**src/rtl/pc_fetch_unit.sv**
```systemverilog
// Fetch stage: drives the PC to instruction memory and buffers up to two fetched words for decode.
// Optional macro FETCH_MISALIGN_CHECK_EN: a misaligned redirect halts fetch and raises misalign_err.

module pc_fetch_unit #(
    parameter logic [31:0] RESET_PC = 32'h0000_0000
) (
    input  logic        clk,
    input  logic        rst_n,
    input  logic        jump_flag,
    input  logic [31:0] jump_target,
    output logic        imem_req_valid,
    input  logic        imem_req_ready,
    output logic [31:0] imem_addr,
    input  logic        imem_rsp_valid,
    input  logic [31:0] imem_rsp_data,
    output logic        id_valid,
    input  logic        id_ready,
    output logic [31:0] id_inst,
    output logic [31:0] id_pc,
    output logic        misalign_err
);

    typedef enum logic [1:0] {
        StIdle,
        StReq,
        StWait
    } state_e;

    state_e      state_q, state_d;
    logic [31:0] pc_q, pc_d;
    logic [31:0] fetch_pc_q, fetch_pc_d;
    logic        outstanding_q, outstanding_d;
    logic        kill_q, kill_d;
    logic [1:0]  count_q, count_d;
    logic [31:0] head_inst_q, head_inst_d;
    logic [31:0] head_pc_q, head_pc_d;
    logic [31:0] tail_inst_q, tail_inst_d;
    logic [31:0] tail_pc_q, tail_pc_d;
    logic        req_valid_q, req_valid_d;
    logic        id_valid_q, id_valid_d;
    logic        misalign_q, misalign_d;

    logic        req_fire;
    logic        rsp_fire;
    logic        push;
    logic        pop;
    logic        jump_bad;
    logic [31:0] jump_pc;

`ifdef FETCH_MISALIGN_CHECK_EN
    assign jump_bad = jump_flag & (jump_target[1:0] != 2'b00);
    assign jump_pc  = jump_target;
`else
    assign jump_bad = 1'b0;
    assign jump_pc  = jump_target & 32'hFFFF_FFFC;
`endif

    assign req_fire = req_valid_q & imem_req_ready;
    assign rsp_fire = (state_q == StWait) & imem_rsp_valid;
    // A redirect in this cycle overrides both the incoming push and the decode pop.
    assign push     = rsp_fire & ~kill_q & ~jump_flag;
    assign pop      = id_valid_q & id_ready & ~jump_flag;

    always_comb begin
        state_d       = state_q;
        pc_d          = pc_q;
        fetch_pc_d    = fetch_pc_q;
        outstanding_d = outstanding_q;
        kill_d        = kill_q;
        count_d       = count_q;
        head_inst_d   = head_inst_q;
        head_pc_d     = head_pc_q;
        tail_inst_d   = tail_inst_q;
        tail_pc_d     = tail_pc_q;
        misalign_d    = misalign_q;

        case (state_q)
            StIdle: begin
                if (!misalign_q) begin
                    state_d = StReq;
                end
            end
            StReq: begin
                if (req_fire) begin
                    outstanding_d = 1'b1;
                    fetch_pc_d    = pc_q;
                    pc_d          = pc_q + 32'd4;
                    state_d       = StWait;
                end
            end
            StWait: begin
                if (imem_rsp_valid) begin
                    outstanding_d = 1'b0;
                    kill_d        = 1'b0;
                    state_d       = StReq;
                end
            end
            default: begin
                state_d = StIdle;
            end
        endcase

        // Two-entry FIFO kept as head/tail so the head drives id_inst/id_pc directly.
        case ({push, pop})
            2'b10: begin
                if (count_q == 2'd0) begin
                    head_inst_d = imem_rsp_data;
                    head_pc_d   = fetch_pc_q;
                end else begin
                    tail_inst_d = imem_rsp_data;
                    tail_pc_d   = fetch_pc_q;
                end
                count_d = count_q + 2'd1;
            end
            2'b01: begin
                head_inst_d = tail_inst_q;
                head_pc_d   = tail_pc_q;
                count_d     = count_q - 2'd1;
            end
            2'b11: begin
                if (count_q == 2'd1) begin
                    head_inst_d = imem_rsp_data;
                    head_pc_d   = fetch_pc_q;
                end else begin
                    head_inst_d = tail_inst_q;
                    head_pc_d   = tail_pc_q;
                    tail_inst_d = imem_rsp_data;
                    tail_pc_d   = fetch_pc_q;
                end
            end
            default: begin
            end
        endcase

        if (jump_flag) begin
            count_d = 2'd0;
            pc_d    = jump_pc;
            // Anything still in flight after this edge belongs to the old stream.
            kill_d  = outstanding_d;
            if (jump_bad) begin
                pc_d          = pc_q;
                state_d       = StIdle;
                outstanding_d = 1'b0;
                kill_d        = 1'b0;
                misalign_d    = 1'b1;
            end
        end

        req_valid_d = (state_d == StReq) & ~outstanding_d & (count_d != 2'd2);
        id_valid_d  = (count_d != 2'd0);
    end

    always_ff @(posedge clk) begin
        if (!rst_n) begin
            state_q       <= StIdle;
            pc_q          <= RESET_PC;
            fetch_pc_q    <= RESET_PC;
            outstanding_q <= 1'b0;
            kill_q        <= 1'b0;
            count_q       <= 2'd0;
            head_inst_q   <= 32'h0;
            head_pc_q     <= 32'h0;
            tail_inst_q   <= 32'h0;
            tail_pc_q     <= 32'h0;
            req_valid_q   <= 1'b0;
            id_valid_q    <= 1'b0;
            misalign_q    <= 1'b0;
        end else begin
            state_q       <= state_d;
            pc_q          <= pc_d;
            fetch_pc_q    <= fetch_pc_d;
            outstanding_q <= outstanding_d;
            kill_q        <= kill_d;
            count_q       <= count_d;
            head_inst_q   <= head_inst_d;
            head_pc_q     <= head_pc_d;
            tail_inst_q   <= tail_inst_d;
            tail_pc_q     <= tail_pc_d;
            req_valid_q   <= req_valid_d;
            id_valid_q    <= id_valid_d;
            misalign_q    <= misalign_d;
        end
    end

    assign imem_req_valid = req_valid_q;
    assign imem_addr      = pc_q;
    assign id_valid       = id_valid_q;
    assign id_inst        = head_inst_q;
    assign id_pc          = head_pc_q;
    assign misalign_err   = misalign_q;

endmodule
```
**config.mk**
```make
export PLATFORM = sky130hd
export DESIGN_NAME = pc_fetch_unit
export DESIGN_NICKNAME = d
export VERILOG_FILES = /design/src/rtl/pc_fetch_unit.sv
export SDC_FILE = /design/constraint.sdc
export NUM_CORES = 1
export LEC_CHECK = 0
export CORE_MARGIN = 4
export CORE_UTILIZATION = 53
export CTS_BUF_LIST = sky130_fd_sc_hd__clkbuf_8
export CTS_CLUSTER_SIZE = 16
export DETAILED_ROUTE_END_ITERATION = 8
export PLACE_DENSITY = 0.83
export SYNTH_ARGS = -nofsm -noshare
export SYNTH_HDL_FRONTEND = slang
export SYNTH_SLANG_ARGS = --single-unit
```
**constraint.sdc**
```tcl
create_clock -name clk -period 2.5 [get_ports clk]
set_input_delay 0.25 -clock clk [delete_from_list [all_inputs] [get_ports clk]]
set_output_delay 0.25 -clock clk [all_outputs]
set_load 0.02 [all_outputs]
```
Yosys cells after proc, flatten, opt, wreduce, memory -nomap -nowiden
Index checks and enable logic that the tools add are counted.
W data, S select, Z words.
{ "word_totals": {"regBits": 200, "inputBits": 70, "output_inout_bits": 99, "word_cells": 80} }
{ "classes": {"n_addsub": 3, "eq_ne": 11, "muxes": 26, "bitwise_logic": 12, "reduce_logical": 15} }
{ "ops": {"columns": ["op", "count"], "rows": [
  ["$mux W32", 11],
  ["$pmux W32 S3", 2],
  ["$pmux W32 S2", 2],
  ["$add A32 B3 Y32 const B", 1],
  ["$reduce_bool A2 Y1", 6],
  ["$and A1 B1 Y1", 8],
  ["$eq A2 B1 Y1 const B", 4],
  ["$ne A2 B2 Y1 const B", 4],
  ["$reduce_and A2 Y1", 4],
  ["$eq A2 B2 Y1 const B", 3],
  ["$mux W2", 3],
  ["$pmux W2 S3", 1],
  ["$mux W1", 5],
  ["$logic_not A2 Y1", 2],
  ["$not A1 Y1", 4],
  ["$pmux W2 S2", 1],
  ["$reduce_and A3 Y1", 1],
  ["$reduce_bool A3 Y1", 1],
  ["$add A2 B1 Y2 const B", 1],
  ["$pmux W1 S2", 1],
  ["$reduce_or A2 Y1", 1],
  ["$sub A2 B1 Y2 const B", 1]
]} }

Depth between registers and ports, before layout
Gate-level depths: netlist (run 1).
{ "logic_depth": {"word_depth": 9, "mapped_depth": 13, "mapped_depth_nobuf": 10} }

Worst setup path after synthesis (run 1)
Ideal clock, no wire load.
{ "synth_timing": {"kind": "input to register", "from": "in jump_flag", "to": "reg head_inst_q[10], in the netlist id_inst[10]", "setup_ps": 80, "t_arrival_ps": 2251, "required_time_ps": 2420, "slack_ps": 169, "stages": 11, "path_buffers": 5, "cell_sequence": "buf_2 buf_1 or3_1 inv_1 ha_1 clkbuf_1 a21o_1 clkbuf_1 clkbuf_1 a221oi_1 nor3b_1"} }
{ "synth_via": {"elab_chain_cells": 5, "word_cells_on_any_way": 10, "classes_between": "eq/ne (4); mux (1); bitwise (3); reduce/logical (2)"} }
{ "synth_rtl": {"columns": ["element", "line", "text"], "rows": [
  ["start, declared", "9", "input logic jump_flag,"],
  ["$not A1 Y1 (*)", "61, 62", null],
  ["$and A1 B1 Y1, on equally long branches", "62, 61", null],
  ["$eq A2 B2 Y1 or $eq A2 B1 Y1 (tied branches)", "104", "case ({push, pop})"],
  ["$ne A2 B2 Y1 (no source line) or $reduce_bool A3 Y1 (tied branches)", null, null],
  ["$reduce_and A2 Y1 (no source line)", null, null],
  ["end signal, assigned", "175", "head_inst_q <= head_inst_d;"],
  ["end, declared", "35", "logic [31:0] head_inst_q, head_inst_d;"]
]} }
Mark *: on every way between the ends. The rest lies on a longest branch, timed or not.
A chain may end at the register's enable or synchronous reset.

Final worst setup path (run 1)
{ "layout_timing": {"from": "reg state_q[0]", "to": "reg head_pc_q[24], in the netlist id_pc[24]"} }
{ "layout_via": {"elab_chain_cells": 7, "word_cells_on_any_way": 11, "classes_between": "eq/ne (5); mux (1); bitwise (3); reduce/logical (2)"} }
{ "layout_rtl": {"columns": ["element", "line", "text"], "rows": [
  ["start, declared", "29", "state_e state_q, state_d;"],
  ["start signal, assigned", "155", "state_q <= StIdle;"],
  ["start signal, assigned", "169", "state_q <= state_d;"],
  ["$eq A2 B2 Y1 (*)", "59", "assign rsp_fire = (state_q == StWait) & imem_rsp_valid;"],
  ["$and A1 B1 Y1 (*)", "59", null],
  ["$and A1 B1 Y1 (*) (2 in a row)", "61", "assign push = rsp_fire & ~kill_q & ~jump_flag;"],
  ["$eq A2 B2 Y1 or $eq A2 B1 Y1 (tied branches)", "104", null],
  ["$ne A2 B2 Y1 (no source line) or $reduce_bool A3 Y1 (tied branches)", null, null],
  ["$reduce_and A2 Y1 (no source line)", null, null],
  ["end signal, assigned", "176", "head_pc_q <= head_pc_d;"],
  ["end, declared", "36", "logic [31:0] head_pc_q, head_pc_d;"]
]} }
Marked as above.

==> flow_summary.toml, run 1 <==
[synth]
synth.distinct_cells = 54
flops_latches_synth = 192
synth-async-reset-ratio_pct = 0
synth_area_mm2 = 0.008388
postSynthAreaPerCell_um2 = 8.507
synth.yosys.seq_area_share_pct = 45.82
yosys_warnings = 0
synthesis.instances = 986
synth_enable_flop_cells = 0
dominantRegCellSynth = "sky130_fd_sc_hd__dfxtp_1"

[detailed_routing]
detail_route.drc_violations = 0
drt_first_pass_iters = 5
wire_per_inst_um = 17.21
post_drt_via_cell_ratio = 5.766
initialDrtViolationCount = 597
vias = 7784
antenna_violating_nets_post_route = 0
totalWireLength_mm = 23.23

[sta]
setup-tns-final_ns = 0
worst_slew_pin_slew_ns = 0.5780
finalSetupViolations = 0
timing.max_slew.rel_slack_pct = 61.11
clock-skew-final_ns = 0.009575
hold-worst-slack_ns = 0.2714
max_freq_ghz = 0.4194
final.min_clock_period_ns = 2.384
final_report_hold_violation_count = 0
final_min_period_over_clock_period_pct = 95.37
report.final.slew_viol_count = 0

[placed_design]
place.gp.congestion = 0.8802
detailed_place_hpwl_mm = 14.67
dpl.cell_count = 1310
port-buffer-count = 161

[worst_setup_path]
critical_path_class = "flip-flop to flip-flop"
cp_data_arrival_time_ns = 2.74
critical_path.max_fanout = 13
worst_ep_required_time_ns = 2.85
cp-start-kind = "flip-flop"
timing.critical_path.to = "id_pc[24]"
worstSetupStartpoint = "state_q[0]"
endpoint_of_the_worst_register_to_register_path = "id_pc[24]"
timing.reg2reg.worst_path_depth = 9
r2r_setup_slack_ns = 0.12
setup.worst_path.end_class = "flip-flop"
rr_startpoint = "state_q[0]"

[floorplan]
chipHeight_um = 133.8
core_region_mm2 = 0.01537
io_pins = 169
dieArea_mm2 = 0.01790
core.rowCount = 45
chipWidth_um = 133.8
initial_core_utilization_pct = 54.57

[cells_and_area]
num-fill-cells = 1155
post_route_cells_drive_above_1_share_pct = 8.692
synthToLayoutAreaGrowth_pct = 31.49
multi_input_comb_area_mm2 = 0.004245
utilization_pct = 71.75
nets = 1208
layout.area.seq_mm2 = 0.003845
final-instance-count-excl-fill = 1350
num_antenna_cells = 0

[clock_network]
worst_setup_hold_path_clk_slew_ns = 0.10
clkSinkCount = 192
clkLatencyLatePin_ns = 0.47
cts_inserted_buffers = 17
h-tree-depth = 4
tritoncts = "done"
clock_path_buffers = 2
clk_root_buffer_cell = "sky130_fd_sc_hd__clkbuf_8"
hold_buffers_post_cts = 0

[min_path]
worst_hold_path_type = "input pin to flip-flop"

[global_routing]
globalRouteTotalUtil_pct = 24.28
grt-ovfl-total = 0
grt_antenna_before_repair = 0
number_of_global_route_vias_before_repair = 7135
grt_start_max_net_pins = 89
grt_pass1_wl_mm = 36.13

[flow_run]
maxCapViolCount = 0

[outcome]
status = "finished clean"

[power_and_ir_drop]
power-per-cell-area_mw_per_mm2 = 536.6
total_leakage_power_nw = 3.742
p_total_mw = 5.918
power.ir.vdd_worst_uv = 379.2
## cells in the final DEF, fill, tap and decap left out, drive strengths merged, types with 5 or more instances in the layout
cell type,instances
nand2,205
dfxtp,192
clkdlybuf4s50,160
a21boi,95
nor2,74
nor3b,64
a221oi,62
buf,39
o21ai,28
clkbuf,22
nand3,17
inv,14
nand4,12
and3,11
a21oi,11
ha,11
nor4,9
and4,7
a211oi,7
a31oi,7
xnor2,7
nor3,6
o211a,6
or4,5
or2,5
nand2b,5
conb,5
clkinvlp,5
or3,5
nor2b,5
## cells in the mapped netlist (2+ instances only)
cell / count / area share (%)
sky130_fd_sc_hd__ha_1: 11 / 1.6
sky130_fd_sc_hd__clkbuf_1: 70 / 3.1
sky130_fd_sc_hd__a32oi_1: 2 / 0.21
sky130_fd_sc_hd__dfxtp_1: 192 / 46
sky130_fd_sc_hd__or3_1: 5 / 0.37
sky130_fd_sc_hd__o21a_1: 2 / 0.18
sky130_fd_sc_hd__nand4_1: 11 / 0.82
sky130_fd_sc_hd__buf_2: 8 / 0.48
sky130_fd_sc_hd__o31ai_1: 2 / 0.18
sky130_fd_sc_hd__nor4_1: 8 / 0.60
sky130_fd_sc_hd__o211a_1: 6 / 0.72
sky130_fd_sc_hd__buf_4: 5 / 0.45
sky130_fd_sc_hd__inv_1: 13 / 0.58
sky130_fd_sc_hd__a221oi_1: 62 / 6.5
sky130_fd_sc_hd__nand2b_1: 5 / 0.37
sky130_fd_sc_hd__nor3_1: 6 / 0.36
sky130_fd_sc_hd__nor2_1: 74 / 3.3
sky130_fd_sc_hd__a21boi_0: 94 / 8.4
sky130_fd_sc_hd__xor2_1: 4 / 0.42
sky130_fd_sc_hd__nor2b_1: 5 / 0.37
sky130_fd_sc_hd__o41ai_1: 2 / 0.21
sky130_fd_sc_hd__buf_1: 4 / 0.18
sky130_fd_sc_hd__or4_1: 5 / 0.45
sky130_fd_sc_hd__o21ai_0: 28 / 1.7
sky130_fd_sc_hd__a31oi_1: 7 / 0.52
sky130_fd_sc_hd__or2_2: 5 / 0.37
sky130_fd_sc_hd__nor3b_1: 64 / 5.7
sky130_fd_sc_hd__and3_1: 11 / 0.82
sky130_fd_sc_hd__a21oi_1: 11 / 0.66
sky130_fd_sc_hd__o31a_1: 2 / 0.21
sky130_fd_sc_hd__and4_1: 7 / 0.73
sky130_fd_sc_hd__nand3_1: 17 / 1.0
sky130_fd_sc_hd__xnor2_1: 7 / 0.73
sky130_fd_sc_hd__nand2_1: 205 / 9.2
sky130_fd_sc_hd__a211oi_1: 7 / 0.63
## cell families (layout without fill, tap and decap cells)
| kind of cell | count (synthesis) | after routing | synth area share [%] |
|---|---|---|---|
| and+or+nand+nor | 436 | 436 | 25.39 |
| AOI/OAI and AO/OA | 234 | 235 | 21.02 |
| DFF | 192 | 192 | 45.82 |
| buffers and inverters | 100 | 248 | 4.818 |
| adders and majority gates | 11 | 11 | 1.641 |
| xor gates and xnor gates | 11 | 11 | 1.149 |
| other | 1 | 5 | 0.04471 |
| muxes | 1 | 1 | 0.1193 |
## stage by stage
step	area [um2]	worst slack, ns
3_5_place_dp	10360	-0.1090
3_3_place_gp	10360	0.04051
6_report	11030	0.1157
5_1_grt	11030	-0.008265
4_1_cts	10790	0.02610
2_1_floorplan	8403	0.1687
## worst min-delay path by stage
stage / from / end / slack (ns) / depth (start not counted)
floorplan: jump_target[2] / imem_addr[2] / 0.39 / 1
global placement: tail_pc_q[29] / tail_pc_q[29] / 0.45 / 2
detailed placement: tail_pc_q[9] / tail_pc_q[9] / 0.46 / 2
CTS: rst_n / tail_inst_q[12] / 0.26 / 2
global route: rst_n / tail_inst_q[8] / 0.28 / 2
finish: rst_n / kill_q / 0.27 / 2
## power by group
group / internal (mW) / leakage [nW] / switching, mW
registers: 3.12 / 1.56 / 0.0771
logic: 0.292 / 1.99 / 0.273
clock network: 1.08 / 0.200 / 1.08
## layout make-up
class | instances | area share (%)
Clock buffer | 17 | 2.121
Sequential cell | 192 | 34.86
Tap cell | 211 | 2.394
Timing Repair Buffer | 204 | 19.97
Inverter | 13 | 0.4424
Multi-Input combinational cell | 699 | 38.49
Clock inverter | 14 | 1.724
## state kept, by name, indices dropped and copies added, names as in the netlist
register and cells:
id_inst 32, tail_inst_q 32, fetch_pc_q 30, id_pc 30, imem_addr 30, tail_pc_q 30
count_q 2, state_q 2, id_valid 1, imem_req_valid 1, kill_q 1, outstanding_q 1
## metal layers
layer	up-vias	wire length, um	GRT usage, %
li1	3771	-	-
met1	3651	10150	34.29
met2	334	10750	38.18
met3	28	2013	4.651
met4	0	323	6.686
met5	-	0	0
## repair_timing
item	in CTS	in global routing
endpoints found under the setup margin	0	126
setup buffers	0	1
resized for setup	0	21
## critical path, cell delays in order, from the launching register on
cell                       delay (ns)
sky130_fd_sc_hd__dfxtp_2         0.34
sky130_fd_sc_hd__inv_1           0.08
sky130_fd_sc_hd__ha_2            0.19
sky130_fd_sc_hd__nand2_1         0.08
sky130_fd_sc_hd__or3_4           0.36
sky130_fd_sc_hd__ha_1            0.30
sky130_fd_sc_hd__o21a_4          0.30
sky130_fd_sc_hd__buf_12          0.17
sky130_fd_sc_hd__a221oi_1        0.36
sky130_fd_sc_hd__nor3b_1         0.10
(Power assumes the default switching activity.)
==> run 2, diff against run 1 <==
--- a/config.mk
+++ b/config.mk
@@ -10,6 +10,7 @@
 export CTS_BUF_LIST = sky130_fd_sc_hd__clkbuf_8
 export CTS_CLUSTER_SIZE = 16
 export DETAILED_ROUTE_END_ITERATION = 8
+export GPL_TIMING_DRIVEN = 0
 export PLACE_DENSITY = 0.83
 export SYNTH_ARGS = -nofsm -noshare
 export SYNTH_HDL_FRONTEND = slang
==> run 2 against run 1 <==
  * The run now ends with setup timing left
  * Critical endpoint is now tail_inst_q[0]
  * Maximum frequency decreased by 4.8%
  * Largest cell class unchanged
  * Clock power about the same
  * Sequential power about the same
  * Non-clock buffer count increased by 46
==> flow_summary.toml, run 2 (synthesized netlist as in run 1, its figures left out) <==
[flow_run]
maxCapViolCount = 0

[worst_setup_path]
critical_path_class = "flip-flop to flip-flop"
cp_data_arrival_time_ns = 2.87
cp-start-kind = "flip-flop"
setup.worst_path.end_class = "flip-flop"
critical_path.max_fanout = 10
worst_ep_required_time_ns = 2.86

[clock_network]
cts_inserted_buffers = 17
clkSinkCount = 192
tritoncts = "done"
worst_setup_hold_path_clk_slew_ns = 0.09
clk_root_buffer_cell = "sky130_fd_sc_hd__clkbuf_8"
clock_path_buffers = 2
h-tree-depth = 4
clkLatencyLatePin_ns = 0.46
hold_buffers_post_cts = 0

[power_and_ir_drop]
cell_internal_pwr_mw = 4.503
power.ir.vdd_worst_uv = 340.4
total_leakage_power_nw = 3.749
share_seq_of_total_power_pct = 54.0
combPwrFrac_pct = 9.6
power.net_switching_mw = 1.433
netSwitchingFraction_pct = 24.14
power.clock.fraction_pct = 36.4
power-per-cell-area_mw_per_mm2 = 542.5

[floorplan]
chipWidth_um = 133.8
core_region_mm2 = 0.01537
core.rowCount = 45
initial_core_utilization_pct = 54.57
io_pins = 169
chipHeight_um = 133.8
dieArea_mm2 = 0.01790

[global_routing]
grt_start_max_net_pins = 17
number_of_global_route_vias_before_repair = 7417
globalRouteTotalUtil_pct = 25.62
grt_antenna_before_repair = 0
grt-ovfl-total = 0
grt_pass1_wl_mm = 37.34

[cells_and_area]
post_route_cells_drive_above_1_share_pct = 8.685
num-fill-cells = 1221
final-instance-count-excl-fill = 1397
most_common_cell_after_layout_fill_and_taps_aside = "sky130_fd_sc_hd__nand2_1"
nets = 1254
layout.area.seq_mm2 = 0.003844
synthToLayoutAreaGrowth_pct = 30.44
most-common-layout-cells = "sky130_fd_sc_hd__nand2_1 (204), sky130_fd_sc_hd__dfxtp_1 (192), sky130_fd_sc_hd__clkdlybuf4s50_1 (160)"
num_antenna_cells = 0
multi_input_comb_area_mm2 = 0.004264

[sta]
rsz_0062_raised_after_global_routing = "true"
clock-skew-final_ns = 0.01246
finalWorstSetupSlack_ns = -0.004263
report.final.slew_viol_count = 0
worst_slew_pin_slew_ns = 0.8378
final.min_clock_period_ns = 2.504
max_freq_ghz = 0.3993
final_min_period_over_clock_period_pct = 100.2
setup-tns-final_ns = -0.004263
timing.max_slew.rel_slack_pct = 44.15
finalSetupViolations = 1
final_report_hold_violation_count = 0

[placed_design]
dpl.cell_count = 1361
detailed_place_hpwl_mm = 17.14
port-buffer-count = 160
place.gp.congestion = 0.9579

[outcome]
status = "finished with violations"
failed_checks = "setup timing"

[min_path]
worst_hold_path_type = "input pin to flip-flop"

[detailed_routing]
wire_per_inst_um = 17.18
drt_first_pass_iters = 5
totalWireLength_mm = 23.99
antenna_violating_nets_post_route = 0
post_drt_via_cell_ratio = 5.713
vias = 7981
detail_route.drc_violations = 0
initialDrtViolationCount = 582
-- run 2: cell types whose count changed in the layout (fill, tap and decap cells not counted), sizes merged --
| cell | before | now |
|---|---|---|
| buf | 39 | 36 |
| clkbuf | 22 | 72 |
| clkinv | 4 | 5 |
| clkinvlp | 5 | 1 |
| inv | 14 | 17 |
-- run 2: layout make-up --
type	instances	area share, %
Timing Repair Buffer	167	15.19
Multi-Input combinational cell	699	38.97
Tap cell	211	2.413
Sequential cell	192	35.13
Clock inverter	14	1.601
Inverter	13	0.4460
Buffer	83	3.991
Clock buffer	18	2.264
-- run 2: metrics by stage --
stage	worst slack, ns	utilization, %	hold WS, ns	cell area, um2	power [mW]
after floorplan	0.1687	-	0.3878	8403	3.525
after global placement	-0.6873	66.81	0.4495	10270	3.828
after detailed placement	-0.8389	66.81	0.4562	10270	3.831
after CTS	-0.01125	69.96	0.2551	10750	5.936
after global routing	-0.1564	71.18	0.2822	10940	6.130
final	-0.004263	71.18	0.2794	10940	5.936
-- run 2: worst paths after layout --
kind,startpoint,to,slack (ns),cells after the start
worst max register to register,state_q[0],tail_inst_q[0],-0.004,12
worst min-delay path,jump_flag,count_q[1],0.28,3
worst min register to register,tail_pc_q[17],tail_pc_q[17],0.47,2
worst max-delay path,state_q[0],tail_inst_q[0],-0.004,12
-- run 2: critical path, stage by stage, from the launching register on --
cell                       delay (ns)
sky130_fd_sc_hd__dfxtp_1         0.35
sky130_fd_sc_hd__inv_1           0.09
sky130_fd_sc_hd__ha_2            0.20
sky130_fd_sc_hd__nand2_1         0.09
sky130_fd_sc_hd__or3_4           0.36
sky130_fd_sc_hd__inv_2           0.12
sky130_fd_sc_hd__ha_4            0.17
sky130_fd_sc_hd__nand2_1         0.14
sky130_fd_sc_hd__o211ai_1        0.19
sky130_fd_sc_hd__buf_4           0.24
sky130_fd_sc_hd__buf_4           0.19
sky130_fd_sc_hd__nand2_1         0.07
sky130_fd_sc_hd__a21boi_0        0.21
-- run 2: routing by layer --
metal  GRT usage (%)  up-vias  wire [um]
li1                -     3865          -
met1           36.00     3721      10910
met2           40.03      353      10840
met3           5.139       42       1787
met4           7.771        0        462
met5               0        -          0
-- run 2: power by group through the flow --
stage	combinational [mW]	clock, mW	sequential [mW]
after floorplan	0.226	0	3.30
after global placement	0.556	0	3.27
after detailed placement	0.560	0	3.27
after CTS	0.564	2.17	3.20
after global routing	0.614	2.30	3.22
final	0.571	2.16	3.21
-- run 2: what timing repair did --
item	CTS	global route
pin swaps	1	3
setup endpoints to repair	124	130
endpoints found under the hold margin	0	0
resized for setup	34	77
buffers inserted	2	3
cloned	0	3
